[config.mk]
export PLATFORM = sky130hd
export DESIGN_NAME = instr_seq
export DESIGN_NICKNAME = d
export VERILOG_FILES = /design/src/rtl/picomips_pkg.sv /design/src/rtl/instr_seq_op_decode.sv /design/src/rtl/instr_seq.sv
export SDC_FILE = /design/constraint.sdc
export NUM_CORES = 1
export LEC_CHECK = 0
export ABC_AREA = 1
export BUFFER_PORTS_ARGS = -buffer_cell sky130_fd_sc_hd__buf_2
export CORE_MARGIN = 8
export CORE_UTILIZATION = 47
export DETAILED_ROUTE_END_ITERATION = 6
export PLACE_DENSITY = 0.81
export SLEW_MARGIN = 20
export SYNTH_ARGS = -nofsm -noshare
export SYNTH_HDL_FRONTEND = slang
export SYNTH_SLANG_ARGS = --single-unit
[constraint.sdc]
create_clock -name clk -period 2.02 [get_ports clk]
set_input_delay 0.404 -clock clk [delete_from_list [all_inputs] [get_ports clk]]
set_output_delay 0.404 -clock clk [all_outputs]
set_load 0.02 [all_outputs]
[src/rtl/picomips_pkg.sv]
// Shared types and field positions for the picoMIPS decode/sequencing logic.
package picomips_pkg;

    localparam int unsigned PSIZE   = 5;
    localparam int unsigned ISIZE   = 18;
    localparam int unsigned OP_W    = 3;
    localparam int unsigned REG_W   = 3;
    localparam int unsigned IMM_W   = 8;
    localparam int unsigned RET_W   = 16;

    localparam int unsigned OP_LSB  = 15;
    localparam int unsigned RD_LSB  = 12;
    localparam int unsigned RS_LSB  = 9;
    localparam int unsigned IMM_LSB = 0;

    typedef enum logic [OP_W-1:0] {
        OP_NOP    = 3'b000,
        OP_ADD    = 3'b001,
        OP_ADDI   = 3'b010,
        OP_SUB    = 3'b011,
        OP_MULI   = 3'b100,
        OP_BEQ    = 3'b101,
        OP_WAITIN = 3'b110,
        OP_HALT   = 3'b111
    } opcode_e;

    typedef enum logic [1:0] {
        ALU_ADD    = 2'd0,
        ALU_SUB    = 2'd1,
        ALU_PASS_B = 2'd2
    } alu_op_e;

    typedef enum logic [1:0] {
        WSRC_ALU = 2'd0,
        WSRC_MUL = 2'd1,
        WSRC_IN  = 2'd2
    } wsrc_e;

    typedef enum logic [1:0] {
        ST_EXEC    = 2'd0,
        ST_MULWAIT = 2'd1,
        ST_INWAIT  = 2'd2,
        ST_HALT    = 2'd3
    } state_e;

    typedef struct packed {
        opcode_e op;
        alu_op_e alu_op;
        logic    imm_sel;
        wsrc_e   wsrc;
    } decode_t;

    function automatic logic [OP_W-1:0] op_field(input logic [ISIZE-1:0] i);
        return i[OP_LSB +: OP_W];
    endfunction

endpackage

[src/rtl/instr_seq_op_decode.sv]
// Pure opcode decode: op class plus the static datapath controls it implies.
module op_decode
    import picomips_pkg::*;
(
    input  logic [OP_W-1:0] op_bits,
    output decode_t         dec
);

    always_comb begin
        dec.op      = opcode_e'(op_bits);
        dec.alu_op  = ALU_PASS_B;
        dec.imm_sel = 1'b0;
        dec.wsrc    = WSRC_ALU;
        case (opcode_e'(op_bits))
            OP_ADD:    dec.alu_op = ALU_ADD;
            OP_ADDI: begin
                dec.alu_op  = ALU_ADD;
                dec.imm_sel = 1'b1;
            end
            OP_SUB:    dec.alu_op = ALU_SUB;
            // BEQ compares by subtraction; the ALU zero flag comes back as zflag
            OP_BEQ:    dec.alu_op = ALU_SUB;
            OP_MULI: begin
                dec.imm_sel = 1'b1;
                dec.wsrc    = WSRC_MUL;
            end
            OP_WAITIN: dec.wsrc = WSRC_IN;
            default: ;
        endcase
    end

endmodule

[src/rtl/instr_seq.sv]
// picoMIPS instruction sequencer: decodes the instruction at the current PC,
// drives datapath controls and stalls the PC for multi-cycle operations.
module instr_seq
    import picomips_pkg::*;
(
    input  logic               clk,
    input  logic               reset,
    input  logic [PSIZE-1:0]   pc_in,
    input  logic [ISIZE-1:0]   instr,
    input  logic               zflag,
    input  logic               mul_done,
    input  logic               in_valid,
    output logic               PCincr,
    output logic [PSIZE-1:0]   Branchaddr,
    output logic [REG_W-1:0]   rd_addr,
    output logic [REG_W-1:0]   rs_addr,
    output logic [IMM_W-1:0]   imm,
    output logic [1:0]         alu_op,
    output logic               imm_sel,
    output logic [1:0]         wsrc,
    output logic               reg_we,
    output logic               mul_start,
    output logic               in_ack,
    output logic               halted,
    output logic [RET_W-1:0]   retired
);

    state_e           state_q, state_d;
    logic             run_q;
    logic             armed_q;
    logic [RET_W-1:0] retired_q;
    logic             taken_c;
    logic             retire_c;
    wsrc_e            wsrc_c;
    decode_t          dec;
    logic             unused_bit8;

    op_decode u_dec (
        .op_bits (op_field(instr)),
        .dec     (dec)
    );

    assign unused_bit8 = instr[8];
    assign rd_addr     = instr[RD_LSB +: REG_W];
    assign rs_addr     = instr[RS_LSB +: REG_W];
    assign imm         = instr[IMM_LSB +: IMM_W];
    assign alu_op      = dec.alu_op;
    assign imm_sel     = dec.imm_sel;
    assign wsrc        = wsrc_c;
    assign halted      = (state_q == ST_HALT);
    assign retired     = retired_q;

    // State register plus run/armed flags and the retire counter
    always_ff @(posedge clk or negedge reset) begin
        if (!reset) begin
            state_q   <= ST_EXEC;
            run_q     <= 1'b0;
            armed_q   <= 1'b1;
            retired_q <= '0;
        end else begin
            state_q <= state_d;
            run_q   <= 1'b1;
            if (in_ack)
                armed_q <= 1'b0;
            else if (!in_valid)
                armed_q <= 1'b1;
            if (retire_c)
                retired_q <= retired_q + RET_W'(1);
        end
    end

    // Next state and sequencing controls; default is "hold"
    always_comb begin
        state_d    = state_q;
        PCincr     = 1'b0;
        Branchaddr = pc_in;
        reg_we     = 1'b0;
        mul_start  = 1'b0;
        in_ack     = 1'b0;
        taken_c    = 1'b0;
        wsrc_c     = dec.wsrc;
        if (run_q) begin
            case (state_q)
                ST_EXEC: begin
                    case (dec.op)
                        OP_NOP: PCincr = 1'b1;
                        OP_ADD, OP_ADDI, OP_SUB: begin
                            reg_we = 1'b1;
                            wsrc_c = WSRC_ALU;
                            PCincr = 1'b1;
                        end
                        OP_BEQ: begin
                            if (zflag) begin
                                taken_c    = 1'b1;
                                Branchaddr = instr[IMM_LSB +: PSIZE];
                            end else begin
                                PCincr = 1'b1;
                            end
                        end
                        OP_MULI: begin
                            mul_start = 1'b1;
                            state_d   = ST_MULWAIT;
                        end
                        OP_WAITIN: state_d = ST_INWAIT;
                        OP_HALT:   state_d = ST_HALT;
                        default: ;
                    endcase
                end
                ST_MULWAIT: begin
                    if (mul_done) begin
                        reg_we  = 1'b1;
                        wsrc_c  = WSRC_MUL;
                        PCincr  = 1'b1;
                        state_d = ST_EXEC;
                    end
                end
                ST_INWAIT: begin
                    // armed blocks a level-held in_valid from feeding two WAITINs
                    if (in_valid && armed_q) begin
                        reg_we  = 1'b1;
                        wsrc_c  = WSRC_IN;
                        in_ack  = 1'b1;
                        PCincr  = 1'b1;
                        state_d = ST_EXEC;
                    end
                end
                ST_HALT: ;
                default: state_d = ST_EXEC;
            endcase
        end
    end

    assign retire_c = PCincr | taken_c;

endmodule

======== Word-level counts from Yosys, hierarchy flattened ========
Index checks and enable logic that the tools add are counted.
storage, ports and cells
  bits in registers ....................... 20
  logic and storage cells ................. 66
  output and inout bits ................... 45
cells by class
  reductions and logical operators ........ 10
  multiplexer cells ....................... 36
  equal/unequal tests ..................... 14
  add/sub/neg operators ................... 1
  bitwise operators ....................... 1
operators with widths
  kind                                                    count
  two-way mux 5 bit                                       4
  two-way mux 1 bit                                       18
  case mux 2 bit (3 select lines)                         3
  adder 16 x 1 -> 16 bit (second input constant)          1
  equality test 3 bit (second input constant)             4
  two-way mux 2 bit                                       6
  case mux 2 bit (2 select lines)                         2
  equality test 3 x 2 -> 1 bit (second input constant)    2
  case mux 1 bit (3 select lines)                         2
  OR reduction 2 bit                                      3
  AND reduction 5 bit                                     1
  equality test 2 bit (second input constant)             2
  inequality test 2 bit (second input constant)           2
  inequality test 4 x 1 -> 1 bit (second input constant)  1
  OR reduction 4 bit                                      1
  equality test 3 x 1 -> 1 bit (second input constant)    1
  logical NOT 3 bit                                       1
  nonzero test 3 bit                                      1
  OR reduction 3 bit                                      1
  equality test 2 x 1 -> 1 bit (second input constant)    1
  logical NOT 2 bit                                       1
  inequality test 2 x 1 -> 1 bit (second input constant)  1
  case mux 1 bit (2 select lines)                         1
  logical AND 1 bit                                       1
  bitwise OR 1 bit                                        1

======== Depth between registers and ports, before layout ========
Gate-level depths: netlist of run 1.
  depth after elaboration ................. 6
  depth in mapped cells ................... 11

======== Cells and area by module ========
A second synthesis of run 1 with hierarchy kept.
second synthesis, totals
  cells, all modules ...................... 250
  area total of the unflattened synthesis .. 1,656.6 µm²
by module, submodules not included
  module     cells an instance  area each (µm²)  sequential area each (µm²)  instances
  instr_seq  233                1,576.5          501.7                       1
  op_decode  17                 80.1             0.0                         1

======== Worst setup path after synthesis of run 1 ========
No wires, ideal clock.
  path type ............................... register to output
  from .................................... register state_q[0]
  to ...................................... output Branchaddr[0]
  data arrival time ....................... 1.508 ns
  slack ................................... 0.108 ns
  data required time ...................... 1.616 ns
  path buffers ............................ 1
  stages on the path, launching flop included .. 6
  path through ............................ dfrtp_1 inv_1 ha_1 nand4_2 buf_2 o21ai_1
on the way
  longest elaborated chain between the ends .. 3
ends and longest elaborated chain
  what                    line             source
  start, declared         instr_seq.sv:28  state_e state_q, state_d;
  start signal, assigned  instr_seq.sv:61  state_q <= state_d;
  logical NOT 2 bit       instr_seq.sv:83  case (state_q)
  two-way mux 5 bit       instr_seq.sv:83
  two-way mux 5 bit       instr_seq.sv:82  if (run_q) begin
  end, declared           instr_seq.sv:14  output logic [PSIZE-1:0] Branchaddr,
No other way between the ends.

======== Worst setup path in the final report of run 1 ========
  from .................................... register state_q[0]
  to ...................................... output PCincr
on the way
  longest elaborated chain between the ends .. 3
  elaborated cells on any way between the ends .. 5
ends and longest elaborated chain
  what                                               line             source
  equality test 2 bit, or another cell as far along  instr_seq.sv:83
  case mux 1 bit (3 select lines) *                  instr_seq.sv:83
  two-way mux 1 bit *                                instr_seq.sv:82
  end, declared                                      instr_seq.sv:13  output logic PCincr,
Every way passes the cells marked *; elsewhere a longest branch is shown, timed or not.

==> flow_summary.yaml, run 1 <==
worst_setup_path:
  worstPathArrival_ns: 1.66
  crit_type: "flop to output pin"
  r2r_cells: 11
  r2r-end: "retired[13]$_DFFE_PN0P_"
  startpoint_type: "flop"
  cp_max_fo: 4
  endpoint_kind: "output pin"
  regToRegSetupSlack_ns: 0.24
  reg2reg_from: "state_q[0]$_DFFE_PN0P_"
  crit_required_ns: 1.62
final_layout:
  nFillCells: 292
  syn2layout_area_growth_pct: 28.2
  final_nets: 323
  drive_gt1_share_pct: 31.5
  antenna_cells: 0
logic_synthesis:
  yosysWarningCount: 0
  synth_area_mm2: 0.00156
  yosysUniqueCellTypes: 24
  ys_seq_area_share_pct: 32.1
  synth_xor_xnor_area_share_pct: 4.48
  synth_compound_area_share_pct: 4.72
  synth-simple-area-share_pct: 39.6
  synth_nets: 271
  synthMuxAreaShare_pct: 0
  synth_largest_area_cell: "dfrtp_1"
  yosys_register_bits: 20
  synth_cells: 238
  yosysTopAreaCellShare_pct: 30.4
  synth_top_family_by_area: "simple AND/OR/NAND/NOR gates"
  synthAdderAreaFrac_pct: 4.00
  synth.area.top_cells: "dfrtp_1, nand2_1, nand3_1"
  synth.avg_cell_area_um2: 6.57
drt:
  vias_per_cell: 4.98
  post_drt_wl_per_cell_um: 12.4
  detail-route-antenna-nets: 0
  drt_iter0_markers: 106
  vias: 1667
  drc: 0
  wl_um: 4160
  firstDrtPassIters: 4
place:
  dp_hpwl_um: 2940
  numPortBuffers: 53
  gp_congestion: 0.889
timing:
  fin_worst_skew_ns: 0.0125
  finalSetupViolCount: 1
  maxSlewViolCount: 0
  finalHoldViolCount: 0
  period_minus_slack_ns: 2.06
  rsz0062_at_grt: "true"
  whs_ns: 0.0127
  finalCritPeriodShare_pct: 102
  setup_slack_ns: -0.0426
  fmax_mhz: 485
die:
  rows: 21
  initial_core_util_pct: 48.0
  core_area_mm2: 0.00326
  die_y_um: 73.7
  die_w_um: 73.7
  fp.dieArea_mm2: 0.00543
  ios: 73
cts:
  clk_latency_ns: 0.31
  cts_root_buf: "clkbuf_4"
  cts.sinks: 20
  numCtsBuffers: 3
  cts_tree: "done"
  htree_levels: 1
  cts.hold.buffers_added: 0
  clk_transition_reported_paths_ns: 0.12
  clockBufferDepth: 2
grt:
  antenna_found_initial: 0
  grt_max_degree: 21
  grt_pass1_vias: 1547
  grt_overflow: 0
  grt_pass1_wl_um: 6580
  track_usage_pct: 14.9
pwr:
  power.total_uw: 700
  seqPwrFrac_pct: 57.4
  p_sw_uw: 187
  swShare_pct: 26.7
  power_leakage_nw: 1.12
  ir_drop_mv: 0.185
  combPwrFrac_pct: 13.3
  clkPwrFrac_pct: 29.3
  p_int_uw: 513
  powerDensity_mw_per_mm2: 349
run:
  drv_cap: 0
min_path:
  hold_path.class: "input port to asynchronous set/reset pin"
outcome:
  run_status: "finished with violations"
  violations: "negative setup slack"
==> logic make-up (layout without fill, tap and decap cells) <==
logic type,after synthesis,count (layout)
simple gates,145,145
compound gates,14,14
buf+inv,45,96
flops,20,20
fa+ha+maj,5,5
other cells,1,1
xor+xnor,8,8
==> repair_timing <==
item	CTS	global route
buffers inserted	3	6
pin swaps	2	8
endpoints found under the setup margin	8	8
gates resized for setup	10	28
==> power by group through the flow <==
stage / registers, mW / clock network (mW) / logic [mW]
floorplan: 0.409 / 0 / 0.0742
global placement: 0.409 / 0 / 0.0849
detailed placement: 0.409 / 0 / 0.0867
CTS: 0.402 / 0.207 / 0.0884
global route: 0.402 / 0.221 / 0.104
finish: 0.402 / 0.205 / 0.0932
==> placed cells by master (no fill, tap or decap), drive strengths merged <==
master,Yosys,final
a21oi,1,1
buf,18,65
clkbuf,0,4
conb,1,1
dfrtp,19,19
dfstp,1,1
ha,5,5
inv,27,27
nand2,89,89
nand3,25,25
nand3b,1,1
nand4,4,4
nor2,23,23
nor3,3,3
o21ai,11,11
o21bai,1,1
o22ai,1,1
xnor2,4,4
xor2,4,4
==> registers in the layout (all words and copies together), names as in the netlist <==
signal,cells
retired,16
state_q,2
armed_q,1
run_q,1
==> worst max-delay path, cell delays in order (launching register included) <==
cell     delay (ns)
dfrtp_1        0.45
inv_2          0.14
ha_4           0.18
nand3_1        0.11
nand2_2        0.10
nand2_1        0.07
nand2_2        0.08
nand2_4        0.05
inv_2          0.06
buf_6          0.11
==> synth_stat cells (all sizes together) <==
master,instances
a21oi,1
buf,18
conb,1
dfrtp,19
dfstp,1
ha,5
inv,27
nand2,89
nand3,25
nand3b,1
nand4,4
nor2,23
nor3,3
o21ai,11
o21bai,1
o22ai,1
xnor2,4
xor2,4
==> metrics by stage <==
step	setup WS (ns)	area (um2)	instances	TNS (ns)	utilization (%)
finish	-0.0426	2000	335	-0.0426	61.5
global route	-0.121	2000	335	-0.531	61.5
CTS	0.000122	1860	329	0	57.2
detailed placement	0.154	1780	322	0	54.6
global placement	0.182	1780	322	0	54.6
floorplan	0.108	1560	238	0	-
==> area by class of cell <==
class	count	area, um2	area share (%)
repair buffers	65	394	19.7
inverters	27	101	5.06
multi-input cells	173	922	46.0
clock buffers	4	26.3	1.31
flip-flops and latches	20	503	25.1
well taps	46	57.6	2.87
==> layer usage <==
layer	track usage (%)	share of wire, %	vias up	routed length, um
li1	-	-	832	-
met1	16.8	41	766	1730
met2	26.7	50	62	2080
met3	2.86	7.0	7	291
met4	5.54	1.4	0	60
met5	0	0	-	0
==> worst max path at each step <==
| stage | from | end | depth (start not counted) |
|---|---|---|---|
| 2_1_floorplan | state_q[0]$_DFFE_PN0P_ | Branchaddr[0] | 5 |
| 3_3_place_gp | state_q[0]$_DFFE_PN0P_ | Branchaddr[0] | 5 |
| 3_5_place_dp | state_q[1]$_DFFE_PN0P_ | Branchaddr[0] | 5 |
| 4_1_cts | state_q[0]$_DFFE_PN0P_ | wsrc[1] | 8 |
| 5_1_grt | state_q[0]$_DFFE_PN0P_ | PCincr | 9 |
| 6_report | state_q[0]$_DFFE_PN0P_ | PCincr | 9 |
Note: power is estimated with default switching activity, not from simulation.
==> run 2, diff against run 1 <==
CELL_PAD_IN_SITES_DETAIL_PLACEMENT = 1   (was not set)
CELL_PAD_IN_SITES_GLOBAL_PLACEMENT = 2   (was not set)
CORE_UTILIZATION = 23   (was 47)
PLACE_DENSITY = not set   (was 0.81)
PLACE_DENSITY_LB_ADDON = 0.1   (was not set)
==> run 2 against run 1 <==
Effect of this change: the flow now finishes without violations; first-iteration DRC count is 70% lower; utilization is 29 points lower; register-to-register slack better by 0.04 ns; power is 19% higher; largest power group unchanged.
==> flow_summary.yaml, run 2 (synthesis gave the netlist of run 1 again) <==
outcome:
  run_status: "finished, final reports clean"
timing:
  fmax_mhz: 503
  maxSlewViolCount: 0
  finalHoldViolCount: 0
  finalSetupViolCount: 0
  fin_worst_skew_ns: 0.00350
  period_minus_slack_ns: 1.99
  finalCritPeriodShare_pct: 98.4
  rsz0062_at_grt: "true"
  whs_ns: 0.0955
  setup_slack_ns: 0.0332
  fin_tns_setup_ns: 0
cts:
  clk_transition_reported_paths_ns: 0.08
  htree_levels: 1
  cts_tree: "done"
  clk_latency_ns: 0.26
  numCtsBuffers: 3
  cts_root_buf: "clkbuf_8"
  clockBufferDepth: 2
  cts.sinks: 20
place:
  dpl-instance-area_mm2: 0.00184
  dp.cells: 358
  dp_hpwl_um: 3820
  gp_congestion: 0.728
  place_ws_ns: 0.0500
  numPortBuffers: 53
final_layout:
  final_nets: 326
  drive_gt1_share_pct: 35.6
  final_area_mm2: 0.00219
  nFillCells: 870
  antenna_cells: 0
  regArea_um2: 503
  final_common_cell: "nand2_1"
  largest_reg_flops: 16
  finalNonFillerCells: 372
  multi_input_area_um2: 978
  syn2layout_area_growth_pct: 40.1
  final_cell_mix: "nand2_1, buf_2, inv_1, nand3_1, nor2_1"
  utilization_pct: 32.8
grt:
  grt_max_degree: 21
  antenna_found_initial: 0
  grt_pass1_wl_um: 8490
  grt_overflow: 0
  grt_pass1_vias: 1780
  track_usage_pct: 10.4
drt:
  firstDrtPassIters: 4
  post_drt_wl_per_cell_um: 13.6
  drc: 0
  vias: 1681
  wl_um: 5040
  detail-route-antenna-nets: 0
  drt_iter0_markers: 32
  vias_per_cell: 4.52
worst_setup_path:
  startpoint_type: "flop"
  cp_max_fo: 6
  worstPathArrival_ns: 1.58
  critical-path-max-stage-delay_ns: 0.44
  slowest_stage: "dfrtp_1"
  crit_required_ns: 1.62
  crit_type: "flop to output pin"
  endpoint_kind: "output pin"
  worstPathCellList: "inv_2 -> ha_4 -> nand4_4 -> buf_12 -> o21ai_2 -> buf_6"
pwr:
  power.total_uw: 832
  powerDensity_mw_per_mm2: 380
  power_leakage_nw: 1.17
  ir_drop_mv: 0.197
die:
  rows: 30
  die_y_um: 98.5
  ios: 73
  initial_core_util_pct: 23.4
  die_w_um: 98.5
  core_area_mm2: 0.00668
  fp.dieArea_mm2: 0.00969
run:
  drv_cap: 0
min_path:
  hold_path.class: "input port to asynchronous set/reset pin"
## run 2: cell count changes in the layout (fill, tap and decap cells not counted), moves of 3 or more
cell,previous run,this run
o21ai_1,6,0
buf_6,5,10
clkbuf_8,0,4
clkbuf_4,3,0
nand2_1,83,80
o21ai_2,0,3
## run 2: per-layer routing
metal  global-route usage (%)  up-vias  routed length, um
met5                        0        -                  0
met4                     3.19        0                 44
met3                     1.97        2                216
met2                     18.3       37               2530
met1                     12.5      810               2250
li1                         -      832                  -
## run 2: area by class of cell
| type | instances | share of cell area [%] |
|---|---|---|
| clock buffer | 4 | 2.51 |
| inverter | 27 | 4.74 |
| multi-input combinational | 173 | 44.7 |
| sequential | 20 | 23.0 |
| tap | 80 | 4.57 |
| timing repair buffer | 68 | 20.6 |
## run 2: path summary, 6_finish.rpt
path | start | endpoint | slack (ns) | cells after the start
setup / recovery | state_q[0]$_DFFE_PN0P_ | Branchaddr[0] | 0.03 | 6
hold / removal | reset | retired[13]$_DFFE_PN0P_ | 0.1 | 1
setup reg to reg | state_q[0]$_DFFE_PN0P_ | retired[4]$_DFFE_PN0P_ | 0.28 | 11
hold reg to reg | armed_q$_DFFE_PN1P_ | armed_q$_DFFE_PN1P_ | 0.51 | 2
max in group asynchronous | reset | state_q[1]$_DFFE_PN0P_ | 1.56 | 1
min in group clk | in_valid | armed_q$_DFFE_PN1P_ | 0.30 | 2
## run 2: timing repair
action,in CTS,in global routing
setup endpoints to repair,9,8
hold buffers,0,0
pin swaps,2,10
resized for setup,13,46
buffers inserted,3,7
## run 2: critical path, delay by kind of cell, from the launching register on
kind                       cells  cell delay [ns]
and+or+nand+nor                1             0.12
AOI/OAI and AO/OA              1             0.12
buffers and inverters          3             0.44
adders and majority gates      1             0.20
DFF                            1             0.44
## run 2: power breakdown
group | internal [mW] | switching, mW | total [mW]
clock network | 0.174 | 0.150 | 0.323
logic | 0.0409 | 0.0662 | 0.107
registers | 0.401 | 0.000227 | 0.401
total | 0.616 | 0.216 | 0.832
